==> config.mk <==
export PLATFORM = sky130hd
export DESIGN_NAME = restador_serial
export DESIGN_NICKNAME = d
export VERILOG_FILES = /design/src/rtl/restador_serial.sv
export SDC_FILE = /design/constraint.sdc
export NUM_CORES = 1
export LEC_CHECK = 0
export CAP_MARGIN = 20
export CORE_MARGIN = 4
export CORE_UTILIZATION = 45
export CTS_BUF_LIST = sky130_fd_sc_hd__clkbuf_4 sky130_fd_sc_hd__clkbuf_8
export CTS_CLUSTER_DIAMETER = 100
export DETAILED_ROUTE_END_ITERATION = 8
export PLACE_DENSITY = 0.8
export SLEW_MARGIN = 20
export SYNTH_ARGS = -nofsm -noshare
export SYNTH_HDL_FRONTEND = slang
export SYNTH_SLANG_ARGS = --single-unit
export TNS_END_PERCENT = 10
==> constraint.sdc <==
create_clock -name clk -period 1.65 [get_ports clk]
set_input_delay 0.165 -clock clk [delete_from_list [all_inputs] [get_ports clk]]
set_output_delay 0.165 -clock clk [all_outputs]
set_load 0.01 [all_outputs]
==> src/rtl/restador_serial.sv <==
// Serial subtractor: D = A - B - Bin, Chunk bits per clock, LSB first.
// Optional Zero flag output when RESTADOR_ZERO_FLAG_EN is defined.
module restador_serial #(
  parameter int Ancho = 8,
  parameter int Chunk = 2
) (
  input  logic             clk,
  input  logic             rst,
  input  logic [Ancho-1:0] A,
  input  logic [Ancho-1:0] B,
  input  logic             Bin,
  input  logic             in_valid,
  output logic             in_ready,
  output logic [Ancho-1:0] D,
  output logic             Bout,
  output logic             Overflow,
  output logic             out_valid,
`ifdef RESTADOR_ZERO_FLAG_EN
  output logic             Zero,
`endif
  input  logic             out_ready
);

  localparam int K  = Ancho / Chunk;
  localparam int CW = (K > 1) ? $clog2(K) : 1;
  localparam logic [CW-1:0] LAST = CW'(K - 1);

  generate
    if ((Ancho % Chunk) != 0 || Chunk < 1) begin : g_bad_params
      $error("restador_serial: Ancho must be a positive multiple of Chunk");
    end
  endgenerate

  typedef enum logic [1:0] {IDLE, BUSY, DONE} state_t;

  state_t           state_q, state_d;
  logic [Ancho-1:0] a_sh, b_sh, d_reg;
  logic [CW-1:0]    cnt;
  logic             borrow, bout_q, ovf_q;
  logic             accept, last_chunk;
  logic [Chunk:0]   chunk_full;
  logic [Chunk-1:0] chunk_d;
  logic             chunk_bout, chunk_ovf;

  // Operands shift right so the current chunk is always the low Chunk bits.
  always_comb begin
    chunk_full = {1'b0, a_sh[Chunk-1:0]} - {1'b0, b_sh[Chunk-1:0]} - (Chunk+1)'(borrow);
    chunk_d    = chunk_full[Chunk-1:0];
    chunk_bout = chunk_full[Chunk];
    // Signs of A and B differ and the result sign differs from A.
    chunk_ovf  = (a_sh[Chunk-1] ^ b_sh[Chunk-1]) & (chunk_d[Chunk-1] ^ a_sh[Chunk-1]);
  end

  always_ff @(posedge clk or posedge rst) begin
    if (rst) state_q <= IDLE;
    else     state_q <= state_d;
  end

  always_comb begin
    state_d    = state_q;
    in_ready   = 1'b0;
    out_valid  = 1'b0;
    accept     = 1'b0;
    last_chunk = (cnt == LAST);
    case (state_q)
      IDLE: begin
        in_ready = 1'b1;
        if (in_valid) begin
          accept  = 1'b1;
          state_d = BUSY;
        end
      end
      BUSY: begin
        if (last_chunk) state_d = DONE;
      end
      DONE: begin
        out_valid = 1'b1;
        if (out_ready) state_d = IDLE;
      end
      default: state_d = IDLE;
    endcase
  end

  always_ff @(posedge clk or posedge rst) begin
    if (rst) begin
      a_sh   <= '0;
      b_sh   <= '0;
      d_reg  <= '0;
      cnt    <= '0;
      borrow <= 1'b0;
      bout_q <= 1'b0;
      ovf_q  <= 1'b0;
    end else if (accept) begin
      a_sh   <= A;
      b_sh   <= B;
      borrow <= Bin;
      cnt    <= '0;
    end else if (state_q == BUSY) begin
      a_sh   <= a_sh >> Chunk;
      b_sh   <= b_sh >> Chunk;
      borrow <= chunk_bout;
      d_reg  <= (d_reg >> Chunk) | (Ancho'(chunk_d) << (Ancho - Chunk));
      cnt    <= cnt + 1'b1;
      if (last_chunk) begin
        bout_q <= chunk_bout;
        ovf_q  <= chunk_ovf;
      end
    end
  end

  assign D        = d_reg;
  assign Bout     = bout_q;
  assign Overflow = ovf_q;

`ifdef RESTADOR_ZERO_FLAG_EN
  assign Zero = out_valid && (d_reg == '0);
`endif

endmodule

* After elaboration in Yosys (flattened, before gate mapping)
Cells that the tools add are included.
** Word-level totals
- Word-level logic and storage cells :: 43
- Register bits after elaboration :: 31
- Bits of input ports :: 21
- Output and inout bits :: 12
** Operators by class
- Equality and inequality tests :: 6
- Mux-type cells :: 16
- Bitwise operators :: 5
- Reduce and logical (&&, ||, !) cells :: 5
- Add/subtract/negate cells :: 3
** Operators with widths (number)
- 8-bit 2-to-1 mux :: 4
- 2-bit 2-to-1 mux :: 5
- 6-bit by 8-bit bitwise OR with 8-bit output :: 1
- 1-bit 2-to-1 mux :: 6
- 2-bit != test, second input constant :: 3
- 2-bit case mux with 3 select lines :: 1
- 3-bit AND reduction :: 2
- 2-bit == test, second input constant :: 2
- 2-bit by 2-bit subtractor with 3-bit output :: 1
- 3-bit by 1-bit subtractor with 3-bit output :: 1
- 2-bit by 1-bit adder with 2-bit output, second input constant :: 1
- 2-bit by 1-bit == test with 1-bit output, second input constant :: 1
- 2-bit zero test :: 1
- 2-bit AND reduction :: 1
- 2-bit nonzero test :: 1
- 1-bit XOR :: 2
- 1-bit bitwise AND :: 1
- 1-bit NOT :: 1

* Longest topological paths before layout
- Word-level depth :: 4
- Depth in mapped cells :: 7
- Depth with buffers taken out :: 7

* Least setup slack after synthesis
No wires, ideal clock.
- Path kind :: reg2reg
- Start :: reg a_sh[0]
- End :: reg ovf_q (netlist: Overflow)
- Stages on the path, launching flop included :: 7
- Slack :: -0.138 ns
- Buffers on the path :: 0
- Arrival time :: 1.661 ns
- Clock period less this slack :: 1.788 ns
- Cells stage by stage :: dfrtp_1 fa_1 inv_1 fa_1 nand2_1 o22ai_1 mux2_1
** On the way
- Word-level cells in the longest chain between the ends :: 4
** Ends and longest elaborated chain
- start: declaration :: line 37 : logic [Ancho-1:0] a_sh, b_sh, d_reg;
- start signal: assignment :: line 99 : a_sh <= a_sh >> Chunk;
- 2-bit by 2-bit subtractor with 3-bit output :: line 47 : chunk_full = {1'b0, a_sh[Chunk-1:0]} - {1'b0, b_sh[Chunk-1:0]} - (Chunk+1)'(borrow);
- 3-bit by 1-bit subtractor with 3-bit output :: line 47
- 1-bit XOR :: line 51 : chunk_ovf = (a_sh[Chunk-1] ^ b_sh[Chunk-1]) & (chunk_d[Chunk-1] ^ a_sh[Chunk-1]);
- 1-bit bitwise AND :: line 51
- end signal: assignment :: line 106 : ovf_q <= chunk_ovf;
- end: declaration :: line 39 : logic borrow, bout_q, ovf_q;
No other way between the ends.
A chain may end at the register's enable or synchronous reset.

* Worst setup path after layout
- Start :: reg borrow
- End :: reg ovf_q (netlist: Overflow)
** On the way
- Word-level cells in the longest chain between the ends :: 3
** Ends and longest elaborated chain
- start: declaration :: line 39
- start signal: assignment :: line 96 : borrow <= Bin;
- start signal: assignment :: line 101 : borrow <= chunk_bout;
- 3-bit by 1-bit subtractor with 3-bit output :: line 47
- 1-bit XOR :: line 51
- 1-bit bitwise AND :: line 51
No other way between the ends.

==> metrics <==
Tcrit/Tclk final 1.12; crit path buf inv count 2; HP Class in -> async; CP max FO 3; NumNets Final 204; DR iter-0 viols 70; clock-pin slew on the worst setup and hold paths about 90 ps; minimum clock period 1850 ps; dominant cell type by area after synthesis dfrtp_1; Die Y 62.6 µm; leak pwr around 0.90 nW; routed wire length 2760 µm; IO Port Bufs 32; Avg WL per Cell 13.0 µm; core area 2810 µm²; Ports 33; first-pass iteration count of the detailed router 4; share of synthesized flip-flops with an asynchronous set or reset 1.00; Seq/Total Area, Yosys 0.579; Initial Util 0.478; pwr/cell area 1860 nW/µm²; Fin. Hold Viols 0; worst skew pair latency 320 ps; vias per cell ~5.0; Die ar. 3920 µm²; Max-Slew Margin vs Limit 0.608; setup_tns -201 ps; Clock Tree Root clkbuf_4; most used cell, CP inv_2; largest net degree at the start of global routing 32; post-synth top area share 0.579; Synth Area in Compound Gates 0.119; first-pass GRT wire length 5040 µm; Fin Hold WS 216 ps; synth top area cells dfrtp_1 58%, nand2_1 17%, a22oi_1 7.3%; peak supply drop 803 µV; crit path cell chain inv_2 > fa_2 > inv_2 > fa_1 > nand2_1 > o22ai_1 > mux2_4; PnR worst setup slack -201 ps; # clock sinks 31; Max Clk Rate ~0.54 GHz; Distinct cells, synth 16; total grt overflow 0; Post-DP HPWL roughly 1900 µm; filler cell count 231; max_cap viols 0; die width around 63 µm; synth warn 0; Multi-input gate area 522 µm²; xor/xnor share of the synthesized area 0; DR vias 1070; failing checks setup timing; number of cell rows 19; Syn-to-layout area delta 35.0%; register bit count reported by yosys 31; main combinational cell family by area after synthesis simple AND/OR/NAND/NOR gates; endpoints failing setup 1; Simple-Gate Fraction of Synth Area 0.204; Synth Area in Adders 0.0392; Antenna Cells 0; H-tree depth 2; unrepaired setup endpoints after global routing yes; Seq. cell area ~780 µm²; outcome complete, but fails checks; CTS tree built; worst slew pin tran 588 ps; Top Family by Delay on Critical Path adder cells; Placer Congestion 0.758; share of cells above drive strength 1 0.133; worst path arrival time 2070 ps; vias in the first global route ~1100; Slew Viols, Final 0; CP required 1870 ps; Crit. End Element register; cts hold-fix bufs 0; Synth top cells by count 61 x nand2_1, 31 x dfrtp_1, 13 x a22oi_1; EDFF count, synth 0; Post-Synthesis Cell Area 1340 µm²; Crit Path Class reg -> reg; syn_nets 164; Remaining DRCs 0; Layout Skew 2.48 ps; number of routed nets with antenna violations 0; clock buffer depth 2; initial antenna violation count 0; CP max stage cell fa_1; count leader, synth nand2_1; Num CTS Buffers 5; Tot GR Track Use 0.164; Max stage delay on crit path 430 ps; Post-Synthesis Cells 140; Primary FF master, synth dfrtp_1; mux cell area share after synthesis 0.0168; startpoint types register; Syn Area/Cell approximately 9.6 µm²
==> power by group <==
part           leakage, nW  switching, mW  total (mW)  internal [mW]
sequential           0.395          0.214        1.31           1.10
clock               0.0420          0.248       0.515          0.267
combinational        0.460          0.805        1.54          0.735
==> worst register-to-register path, delay by kind of cell, from the launching register on <==
kind,cells,cell delay (ps)
compound gates,1,80
flops,1,380
simple gates,1,90
fa+ha+maj,2,810
mux,1,270
buf+inv,2,110
==> timing repair <==
item,4_1_cts,5_1_grt
pin swaps,2,0
setup endpoints to repair,5,2
setup buffers,2,2
resized for setup,4,0
==> cells by family after synthesis <==
logic type / after synthesis
buffers and inverters: 13
flip-flops: 31
AND/OR/NAND/NOR: 67
multiplexers: 2
AO/OA/AOI/OAI: 24
adder cells (fa/ha/maj): 3
==> worst paths after layout <==
check	start	slack, ps	cells past startpoint	to
worst min register to register	b_sh[2]$_DFFE_PP0P_	480	2	b_sh[2]$_DFFE_PP0P_
worst max-delay path	borrow$_DFFE_PP0P_	-200	7	Overflow$_DFFE_PP0P_
min in group clk	A[7]	380	3	a_sh[7]$_DFFE_PP0P_
worst max register to register	borrow$_DFFE_PP0P_	-200	7	Overflow$_DFFE_PP0P_
worst min-delay path	rst	220	3	D[5]$_DFFE_PP0P_
max in group asynchronous	rst	1160	3	a_sh[7]$_DFFE_PP0P_
==> area by class of cell <==
type                            instances  area share
Tap cell                               31      0.0214
Multi-Input combinational cell         96       0.288
Clock buffer                            8      0.0401
Timing Repair Buffer                   40       0.209
Sequential cell                        31       0.429
Inverter                                6      0.0124
==> stage by stage <==
step	power, mW	setup slack, ps	utilization	instances	instance area [µm²]
floorplan	2.27	-90.6	-	140	1350
global placement	2.72	-113	0.606	200	1700
detailed placement	2.81	-166	0.606	200	1700
CTS	3.36	-160	0.640	210	1790
global route	3.71	-258	0.645	212	1810
finish	3.37	-201	0.645	212	1810
==> placed cells by master, fill, tap and decap left out <==
| cell | count |
|---|---|
| fa_1 | 1 |
| inv_1 | 3 |
| o21bai_1 | 1 |
| ha_1 | 1 |
| nor2b_4 | 1 |
| clkbuf_4 | 6 |
| clkdlybuf4s50_1 | 30 |
| inv_2 | 3 |
| nor2_1 | 1 |
| nand2_1 | 61 |
| o21bai_2 | 1 |
| mux2_4 | 1 |
| clkbuf_8 | 2 |
| o21ai_0 | 8 |
| a22oi_1 | 13 |
| nand2b_1 | 3 |
| buf_4 | 8 |
| o22ai_1 | 1 |
| fa_2 | 1 |
| nor3b_2 | 1 |
| dlygate4sd2_1 | 2 |
| mux2_1 | 1 |
| dfrtp_1 | 31 |
==> state kept, by name (all words and copies together) (netlist names) <==
name and count:
state_q 2, a_sh 8, Overflow 1, b_sh 8, borrow 1, Bout 1
D 8, cnt 2
==> layer usage <==
layer  GRT usage  part of all wire  vias up
met5           0                 0        -
met4      0.0744             0.017        0
met3      0.0737             0.068        4
met2       0.272              0.51       30
met1       0.179              0.41      505
li1            -                 -      531
Power figures use the tool's default switching activity.
